## src/rtl/cordic_sched_pkg.sv

```systemverilog
// ----------------------------------------------------------------------------
// cordic_sched_pkg : widths and config-select codes for the CORDIC scheduler
// Rev 1.0
// ----------------------------------------------------------------------------
`default_nettype none

package cordic_sched_pkg;

  localparam int FCW_W  = 36;
  localparam int PH_W   = 22;
  localparam int OUT_W  = 16;
  localparam int PH_LSB = 14;

  typedef enum logic [1:0] {
    CFG_FCW  = 2'd0,
    CFG_EN   = 2'd1,
    CFG_OFS  = 2'd2,
    CFG_NONE = 2'd3
  } cfg_sel_e;

endpackage

`default_nettype wire

```

## src/rtl/cordic_rr_arb.sv

```systemverilog
// ----------------------------------------------------------------------------
// cordic_rr_arb : round-robin arbiter, first requester after the last grant
// Rev 1.0
// ----------------------------------------------------------------------------
`default_nettype none

module cordic_rr_arb #(
  parameter int NCH  = 4,
  parameter int CH_W = 2
) (
  input  logic [NCH-1:0]  req,
  input  logic [CH_W-1:0] last,
  output logic [NCH-1:0]  gnt,
  output logic [CH_W-1:0] idx,
  output logic            vld
);

  logic [CH_W-1:0] cand;

  // Scan offsets 1..NCH so the last grantee has the lowest priority.
  always_comb begin
    gnt  = '0;
    idx  = '0;
    vld  = 1'b0;
    cand = '0;
    for (int k = 1; k <= NCH; k++) begin
      cand = CH_W'((int'(last) + k) % NCH);
      if (!vld && req[cand]) begin
        vld       = 1'b1;
        gnt[cand] = 1'b1;
        idx       = cand;
      end
    end
  end

endmodule

`default_nettype wire

```

## src/rtl/cordic_chan_sched.sv

```systemverilog
// ----------------------------------------------------------------------------
// cordic_chan_sched : shares one CORDIC core among NCH NCO channels, round-robin
// Optional CORDIC_SCHED_POFS_EN adds a per-channel phase offset. Rev 1.0
// ----------------------------------------------------------------------------
`default_nettype none

module cordic_chan_sched
  import cordic_sched_pkg::*;
#(
  parameter int NCH  = 4,
  parameter int CH_W = 2,
  parameter int LAT  = 6
) (
  input  logic             clk,
  input  logic             rst_n,
  input  logic             cfg_we,
  input  logic [1:0]       cfg_sel,
  input  logic [CH_W-1:0]  cfg_ch,
  input  logic [FCW_W-1:0] cfg_wdata,
  output logic [PH_W-1:0]  core_phase,
  output logic             core_vld,
  input  logic [OUT_W-1:0] core_sin,
  input  logic [OUT_W-1:0] core_cos,
  output logic             res_vld,
  output logic [CH_W-1:0]  res_ch,
  output logic [OUT_W-1:0] res_sin,
  output logic [OUT_W-1:0] res_cos
);

  logic [FCW_W-1:0] fcw [NCH];
  logic [FCW_W-1:0] acc [NCH];
  logic [NCH-1:0]   en;
  logic [CH_W-1:0]  last;
  logic [NCH-1:0]   gnt;
  logic [CH_W-1:0]  gidx;
  logic             gvld;
  logic [PH_W-1:0]  phase;
  logic             ch_ok;
  logic [LAT-1:0]   tv;
  logic [CH_W-1:0]  tc [LAT];
  logic             cap;

  assign ch_ok = ({1'b0, cfg_ch} < (CH_W+1)'(NCH));

  cordic_rr_arb #(.NCH(NCH), .CH_W(CH_W)) u_arb (
    .req  (en),
    .last (last),
    .gnt  (gnt),
    .idx  (gidx),
    .vld  (gvld)
  );

`ifdef CORDIC_SCHED_POFS_EN
  logic [PH_W-1:0] ofs [NCH];

  assign phase = acc[gidx][FCW_W-1:PH_LSB] + ofs[gidx];

  always_ff @(posedge clk or negedge rst_n) begin
    if (!rst_n) begin
      for (int i = 0; i < NCH; i++) ofs[i] <= '0;
    end else if (cfg_we && ch_ok && cfg_sel == CFG_OFS) begin
      ofs[cfg_ch] <= cfg_wdata[PH_W-1:0];
    end
  end
`else
  assign phase = acc[gidx][FCW_W-1:PH_LSB];
`endif

  // Grant uses the pre-write enable vector; a channel being enabled is not
  // grantable this cycle, so its acc clear never collides with an advance.
  always_ff @(posedge clk or negedge rst_n) begin
    if (!rst_n) begin
      for (int i = 0; i < NCH; i++) begin
        fcw[i] <= '0;
        acc[i] <= '0;
      end
      en         <= '0;
      last       <= CH_W'(NCH - 1);
      core_vld   <= 1'b0;
      core_phase <= '0;
    end else begin
      core_vld <= gvld;
      if (gvld) begin
        core_phase <= phase;
        last       <= gidx;
      end
      for (int i = 0; i < NCH; i++) begin
        if (gnt[i]) acc[i] <= acc[i] + fcw[i];
      end
      if (cfg_we && ch_ok) begin
        case (cfg_sel)
          CFG_FCW: fcw[cfg_ch] <= cfg_wdata;
          CFG_EN: begin
            en[cfg_ch] <= cfg_wdata[0];
            if (cfg_wdata[0] && !en[cfg_ch]) acc[cfg_ch] <= '0;
          end
          default: ;
        endcase
      end
    end
  end

  // Tag line: stage 0 samples the issue, stage LAT-1 drives res_vld/res_ch.
  generate
    if (LAT == 1) begin : g_cap_direct
      assign cap = core_vld;
    end else begin : g_cap_pipe
      assign cap = tv[LAT-2];
    end
  endgenerate

  always_ff @(posedge clk or negedge rst_n) begin
    if (!rst_n) begin
      tv <= '0;
      for (int j = 0; j < LAT; j++) tc[j] <= '0;
      res_sin <= '0;
      res_cos <= '0;
    end else begin
      tv[0] <= core_vld;
      tc[0] <= last;
      for (int j = 1; j < LAT; j++) begin
        tv[j] <= tv[j-1];
        tc[j] <= tc[j-1];
      end
      if (cap) begin
        res_sin <= core_sin;
        res_cos <= core_cos;
      end
    end
  end

  assign res_vld = tv[LAT-1];
  assign res_ch  = tc[LAT-1];

endmodule

`default_nettype wire
```

## config.mk

```make
export PLATFORM = sky130hd
export DESIGN_NAME = cordic_chan_sched
export DESIGN_NICKNAME = d
export VERILOG_FILES = /design/src/rtl/cordic_sched_pkg.sv /design/src/rtl/cordic_rr_arb.sv /design/src/rtl/cordic_chan_sched.sv
export SDC_FILE = /design/constraint.sdc
export NUM_CORES = 1
export LEC_CHECK = 0
export ABC_CLOCK_PERIOD_IN_PS = 5400
export CORE_MARGIN = 5
export CORE_UTILIZATION = 60
export CTS_BUF_LIST = sky130_fd_sc_hd__clkbuf_4
export CTS_CLUSTER_DIAMETER = 200
export DETAILED_ROUTE_END_ITERATION = 12
export GPL_TIMING_DRIVEN = 0
export PLACE_DENSITY = 0.8
export REMOVE_ABC_BUFFERS = 1
export SYNTH_ARGS = -nofsm -noshare
export SYNTH_HDL_FRONTEND = slang
export SYNTH_HIERARCHICAL = 1
export SYNTH_SLANG_ARGS = --single-unit
export TNS_END_PERCENT = 10
```

## constraint.sdc

```tcl
create_clock -name clk -period 5.4 [get_ports clk]
set_input_delay 1.35 -clock clk [delete_from_list [all_inputs] [get_ports clk]]
set_output_delay 1.35 -clock clk [all_outputs]
set_load 0.02 [all_outputs]
```

==> results_dict.tcl, run 1 <==
set metrics [dict create \
    clkTransAtPathRegs_ns 0.07 \
    finalSetupViolCount 0 \
    grt_usage_pct 27.14 \
    routed_wirelength_microns 55100 \
    setup_ws_ns 0.5769 \
    synth-compound-area-share_pct 15.42 \
    worst_setup_path_start_kind "register" \
    final-hold-violation-count 0 \
    grt_pass1_wl_microns 90710 \
    yosys_warnings 6 \
    crit_arrival_ns 5.44 \
    syn_area_sq_um 22120 \
    cpMaxStageDelayCell "dfstp_2" \
    synth.area.top_cells "dfrtp_1, mux2_2, ha_1" \
    fill_cells 2718 \
    m1WireLength_microns 23380 \
    clock-root-buffer "clkbuf_4" \
    dp_hpwl_microns 40810 \
    io_pins 133 \
    grt.overflow.total 0 \
    ant_nets 0 \
    vias 17310 \
    synthSimpleGateAreaFrac_pct 10.64 \
    cts_tree "done" \
    synth_enable_flop_cells 0 \
    timing.slew.headroom_pct 14.96 \
    slowest_delay_ns 0.84 \
    seq_area_frac_synth_pct 41.52 \
    synthAdderAreaFrac_pct 8.732 \
    avgRoutedWirePerCell_microns 19.83 \
    die_w_microns 202.0 \
    wl_met2_microns 24860 \
    numCtsBuffers 95 \
    synth_area_per_cell_sq_um 10.64 \
    nNetsFinal 2470 \
    clk_path_buf_depth 3 \
    syn-instance-count 2079 \
    dr.first_iter.drc_count 1226 \
    finalMaxSlewViolations 0 \
    clkLatencyLatePin_ns 0.80 \
    dieArea_sq_um 40820 \
    post_cts_buffers 0 \
    crit_type "register to register" \
    fmax_mhz 207.3 \
    hp-class "register to register" \
    dr.pass1.iters 5 \
    cellPowerDensity_nw_per_um2 667.7 \
    place_congestion 0.9598 \
    regArea_sq_um 9186 \
    status "completed" \
    crit_fanout 27 \
    num_rows 70 \
    synthToLayoutAreaGrowth_pct 13.78 \
    clock_sinks 367 \
    worst-path-buf-inv 2 \
    grt_max_degree 128 \
    antenna_found_initial 4 \
    vias_per_cell 6.228 \
    synth.top_cell.area_share_pct 41.28 \
    dpl_cell_area_sq_um 24050 \
    synth-main-ff-cell "dfrtp_1" \
    synth_top_family_by_area "multiplexers" \
    drc 0 \
    path_cells "inv_1, ha_1, nand2_1, o311ai_0, or3_2, clkinvlp_4, or3_1, mux2i_1, o21a_1, nor3_1" \
    muxShareOfSynthArea_pct 16.72 \
    yosys.cell_types.count 93 \
    rsz0062_at_grt "false" \
    multi_input_area_sq_um 12470 \
    met3_wirelength_microns 4539 \
    whs_ns 0.3453 \
    design_area_sq_um 25170 \
    ys_top_cells_by_count "dfrtp_1, mux2_2, nor2_1" \
    min_period_ns 4.823 \
    path_delay_family "simple AND/OR/NAND/NOR gates" \
    yosysTopAreaCell "dfrtp_1" \
    port_buffers 132 \
    end_kind "register" \
    drive_above_1_share_pct 19.32 \
    cts_max_level 3 \
    grt_pass1_vias 17670 \
    die_y_microns 202.0 \
    ys_seq_elements 367 \
    skew_ns 0.03737 \
    p_leak_uw 0.01149 \
    pre_cts_ws_ns 0.4274 \
    core-area_sq_um 36520 \
    synthMostInstantiatedCell "dfrtp_1" \
    required_ns 6.02 \
    drv_cap 0 \
    post-route-period-util_pct 89.32 \
    ir_drop_uv 385.1 \
    initial_core_util_pct 60.58 \
    top_layer "met4" \
    tightest_slew_ns 1.273 \
    synth_xor_area_share_pct 4.513 \
    asyncSetResetFlopFracSynth_pct 100.0 \
]
## state kept, by name, indices dropped and copies added (netlist names)
signal / count
last: 2
res_cos: 16
core_vld: 1
res_sin: 16
en: 4
tc: 10
acc: 144
fcw: 144
res_ch: 2
tv: 6
core_phase: 22
## kinds of logic (layout without fill, tap and decap cells)
| group | after synthesis | in the layout |
|---|---|---|
| AO/OA/AOI/OAI | 506 | 506 |
| AND/OR/NAND/NOR | 489 | 489 |
| flip-flops | 367 | 367 |
| multiplexers | 314 | 314 |
| adder cells (fa/ha/maj) | 152 | 152 |
| buffers and inverters | 137 | 367 |
| XOR/XNOR | 114 | 114 |
| other | 0 | 2 |
## what timing repair did
item                       4_1_cts  5_1_grt
setup endpoints to repair        0        1
hold buffers                     0        0
resized for setup                0        1
## worst paths after layout
check	start	end	slack (ns)	depth (start not counted)
worst max-delay path	last[0]	acc[71]	0.58	10
worst min-delay path	tc[5]	tc[3]	0.35	0
worst max register to register	last[0]	acc[71]	0.58	10
worst min register to register	tc[5]	tc[3]	0.35	0
max in group asynchronous	rst_n	res_cos[4]	3.56	2
min in group asynchronous	rst_n	fcw[37]	0.61	1
## placed cells by master (no fill, tap or decap), drive strengths merged, types with 5 or more instances in the layout
cell type | netlist | final
dfrtp | 365 | 365
mux2 | 205 | 205
nor2 | 177 | 177
ha | 148 | 148
a21oi | 144 | 144
clkbuf | 63 | 132
clkdlybuf4s50 | 0 | 131
nand2 | 125 | 125
a21o | 92 | 92
mux2i | 85 | 85
o21ai | 81 | 81
xnor2 | 78 | 78
inv | 50 | 53
a211oi | 37 | 37
xor2 | 36 | 36
a31oi | 29 | 29
clkinv | 1 | 28
nand3 | 27 | 27
mux4 | 24 | 24
nand4 | 22 | 22
nor3 | 22 | 22
buf | 23 | 22
nor2b | 19 | 19
o21a | 18 | 18
nand2b | 17 | 17
o21bai | 17 | 17
and3 | 15 | 15
nand3b | 13 | 13
o22ai | 12 | 12
or3 | 11 | 11
o31ai | 9 | 9
a211o | 6 | 6
and4 | 6 | 6
a2111o | 6 | 6
a31o | 5 | 5
and2 | 5 | 5
or2 | 5 | 5
nor3b | 5 | 5
o211ai | 5 | 5
## cell type report
type	count	area share, %
Timing Repair Buffer	153	6.421
Clock inverter	31	0.4920
Tap cell	468	2.326
Inverter	51	0.7753
Antenna cell	2	0.01988
Sequential cell	367	36.49
Multi-Input combinational cell	1575	49.54
Clock buffer	132	3.936
## through the flow
step / util [%] / setup TNS (ns) / cells / power, uW
floorplan: - / -8.383 / 1993 / 11920
detailed placement: 65.85 / 0 / 2614 / 14370
global route: 68.93 / 0 / 2779 / 18130
finish: 68.93 / 0 / 2779 / 16810
global placement: 64.84 / -4764.19 / 2593 / 13960
CTS: 68.90 / 0 / 2777 / 16750
## routing by layer
metal	global-route usage [%]	vias up
met5	0	-
met4	12.62	0
met3	5.503	160
met2	42.45	714
met1	36.68	8400
li1	-	8034
## worst register-to-register path, stage by stage (launching register included)
cell and delay, ns:
dfstp_2 0.84, inv_1 0.19, ha_1 0.53, nand2_1 0.20
o311ai_0 0.45, or3_2 0.77, clkinvlp_4 0.80, or3_1 0.50
mux2i_1 0.20, o21a_1 0.14, nor3_1 0.04
## power by group
group          internal (uW)  switching, uW  leakage [uW]
clock network           1120           1140      0.000678
logic                   4460           5380       0.00641
registers               3820            879       0.00440
Note: power is estimated with default switching activity, not from simulation.
==> run 2, diff against run 1 <==
SETUP_SLACK_MARGIN = 0.3   (was not set)
==> run 2 against run 1 <==
Hold slack worse by 0.00069 ns; final cell count about the same; clock skew fell by 0.0041 ns; sequential share of layout area barely moved; sequential cell count did not move; non-clock buffer count is the same; critical endpoint unchanged; largest cell class unchanged; largest power group unchanged.
==> results_dict.tcl, run 2 (synthesized netlist as in run 1, its figures left out) <==
set metrics [dict create \
    status "completed" \
    path_delay_family "simple AND/OR/NAND/NOR gates" \
    path_cells "inv_1, ha_1, nand2_1, o311ai_0, or3_2, clkinvlp_4, or3_1, mux2i_1, o21a_1, nor3_1" \
    worst_setup_path_start_kind "register" \
    final-hold-violation-count 0 \
    initial_core_util_pct 60.58 \
    worst-path-buf-inv 2 \
    drv_cap 0 \
    r2r_cells 10 \
    cpMaxStageDelayCell "dfstp_2" \
    fin_util_pct 68.94 \
    clock-root-buffer "clkbuf_4" \
    clkLatencyLatePin_ns 0.80 \
    p_leak_uw 0.01149 \
    timing.slew.headroom_pct 13.36 \
    hold_buffers 0 \
    grt_pass1_vias 17670 \
    worstHoldEndpoint "tc[3]" \
    clkTransAtPathRegs_ns 0.07 \
    nNetsFinal 2471 \
    dp_hpwl_microns 40810 \
    crit_arrival_ns 5.26 \
    drc 0 \
    dr.first_iter.drc_count 1158 \
    antenna_found_initial 4 \
    min_from "tc[5]" \
    fmax_mhz 215.7 \
    ant_nets 0 \
    end_kind "register" \
    crit_fanout 28 \
    r2r_start "last[0]" \
    worstReg2RegEnd "acc[71]" \
    vias 17310 \
    setup.worst_path.start "last[0]" \
    die_y_microns 202.0 \
    finalSetupViolCount 0 \
    fill_cells 2720 \
    post-route-period-util_pct 85.84 \
    grt.overflow.total 0 \
    synthToLayoutAreaGrowth_pct 13.80 \
    min_period_ns 4.635 \
    whs_ns 0.3446 \
    clk_path_buf_depth 3 \
    ff2ff_setup_slack_ns 0.76 \
    avgRoutedWirePerCell_microns 19.90 \
    dr.pass1.iters 5 \
    dp.cells 2614 \
    clock_sinks 367 \
    drive_above_1_share_pct 19.35 \
    finalMaxSlewViolations 0 \
    port_buffers 132 \
    tightest_slew_ns 1.296 \
    place_congestion 0.9598 \
    die_w_microns 202.0 \
    io_pins 133 \
    hold_depth 0 \
    biggestRegsByFlops "acc x144, fcw x144, core_phase x22" \
    cts_max_level 3 \
    core-area_sq_um 36520 \
    crit_type "register to register" \
    fin_cells 2780 \
    grt_pass1_wl_microns 90710 \
    final_common_cell "dfrtp_1" \
    cts_tree "done" \
    grt_usage_pct 27.14 \
    cellPowerDensity_nw_per_um2 668.2 \
    final_cell_mix "dfrtp_1, mux2_2, nor2_1" \
    dieArea_sq_um 40820 \
    finalPower_uw 16830 \
    slowest_delay_ns 0.83 \
    routed_wirelength_microns 55320 \
    skew_ns 0.03325 \
    vias_per_cell 6.228 \
    rsz0062_at_grt "false" \
    ir_drop_uv 372.9 \
    grt_max_degree 128 \
    num_rows 70 \
    required_ns 6.02 \
    hp-class "register to register" \
    numCtsBuffers 95 \
]
[run 2: stage by stage]
step           setup slack [ns]  setup TNS [ns]  area, sq um
6_report                 0.7648               0        25180
5_1_grt                  0.4762               0        25180
4_1_cts                  0.3921               0        25170
3_5_place_dp             0.4274               0        24050
3_3_place_gp             -12.58        -4764.19        23680
2_1_floorplan           -0.3922          -8.383        21770
[run 2: report_power, final]
part           leakage, uW  total [uW]  internal (uW)  switching, uW
sequential         0.00440        4700           3820            878
combinational      0.00641        9860           4470           5400
clock             0.000678        2260           1120           1140
total               0.0115       16800           9410           7420
[run 2: worst register-to-register path, stage by stage (launching register included)]
cell	delay, ns
dfstp_2	0.83
inv_1	0.19
ha_1	0.54
nand2_1	0.19
o311ai_0	0.48
or3_2	0.80
clkinvlp_4	0.64
or3_1	0.44
mux2i_1	0.20
o21a_1	0.14
nor3_1	0.04
[run 2: worst max-delay path by stage]
stage | to | cells past startpoint
final | acc[71] | 10
after global routing | acc[71] | 10
after CTS | acc[71] | 10
after detailed placement | acc[71] | 10
after global placement | res_ch[0] | 1
after floorplan | core_phase[0] | 8
[run 2: final cells by class]
| cell class | instances | area (sq um) | area share (%) |
|---|---|---|---|
| sequential | 367 | 9186 | 36.48 |
| inverter | 51 | 195.2 | 0.7752 |
| clock inverter | 31 | 123.9 | 0.4920 |
| timing repair buffer | 153 | 1617 | 6.420 |
| multi-input combinational | 1575 | 12470 | 49.53 |
| clock buffer | 132 | 991.0 | 3.936 |
| tap | 468 | 585.6 | 2.326 |
| antenna | 2 | 5.005 | 0.01988 |
| timing repair inverter | 1 | 5.005 | 0.01988 |
[run 2: repair_timing]
item,CTS,global route
resized for setup,0,1
hold endpoints to repair,0,0
endpoints found under the setup margin,0,1
buffers inserted,0,0
[run 2: layer usage]
layer	vias up	GRT usage (%)	wire [microns]
li1	8052	-	-
met1	8395	36.68	23600
met2	705	42.45	24940
met3	162	5.503	4448
met4	0	12.62	2336
met5	-	0	0
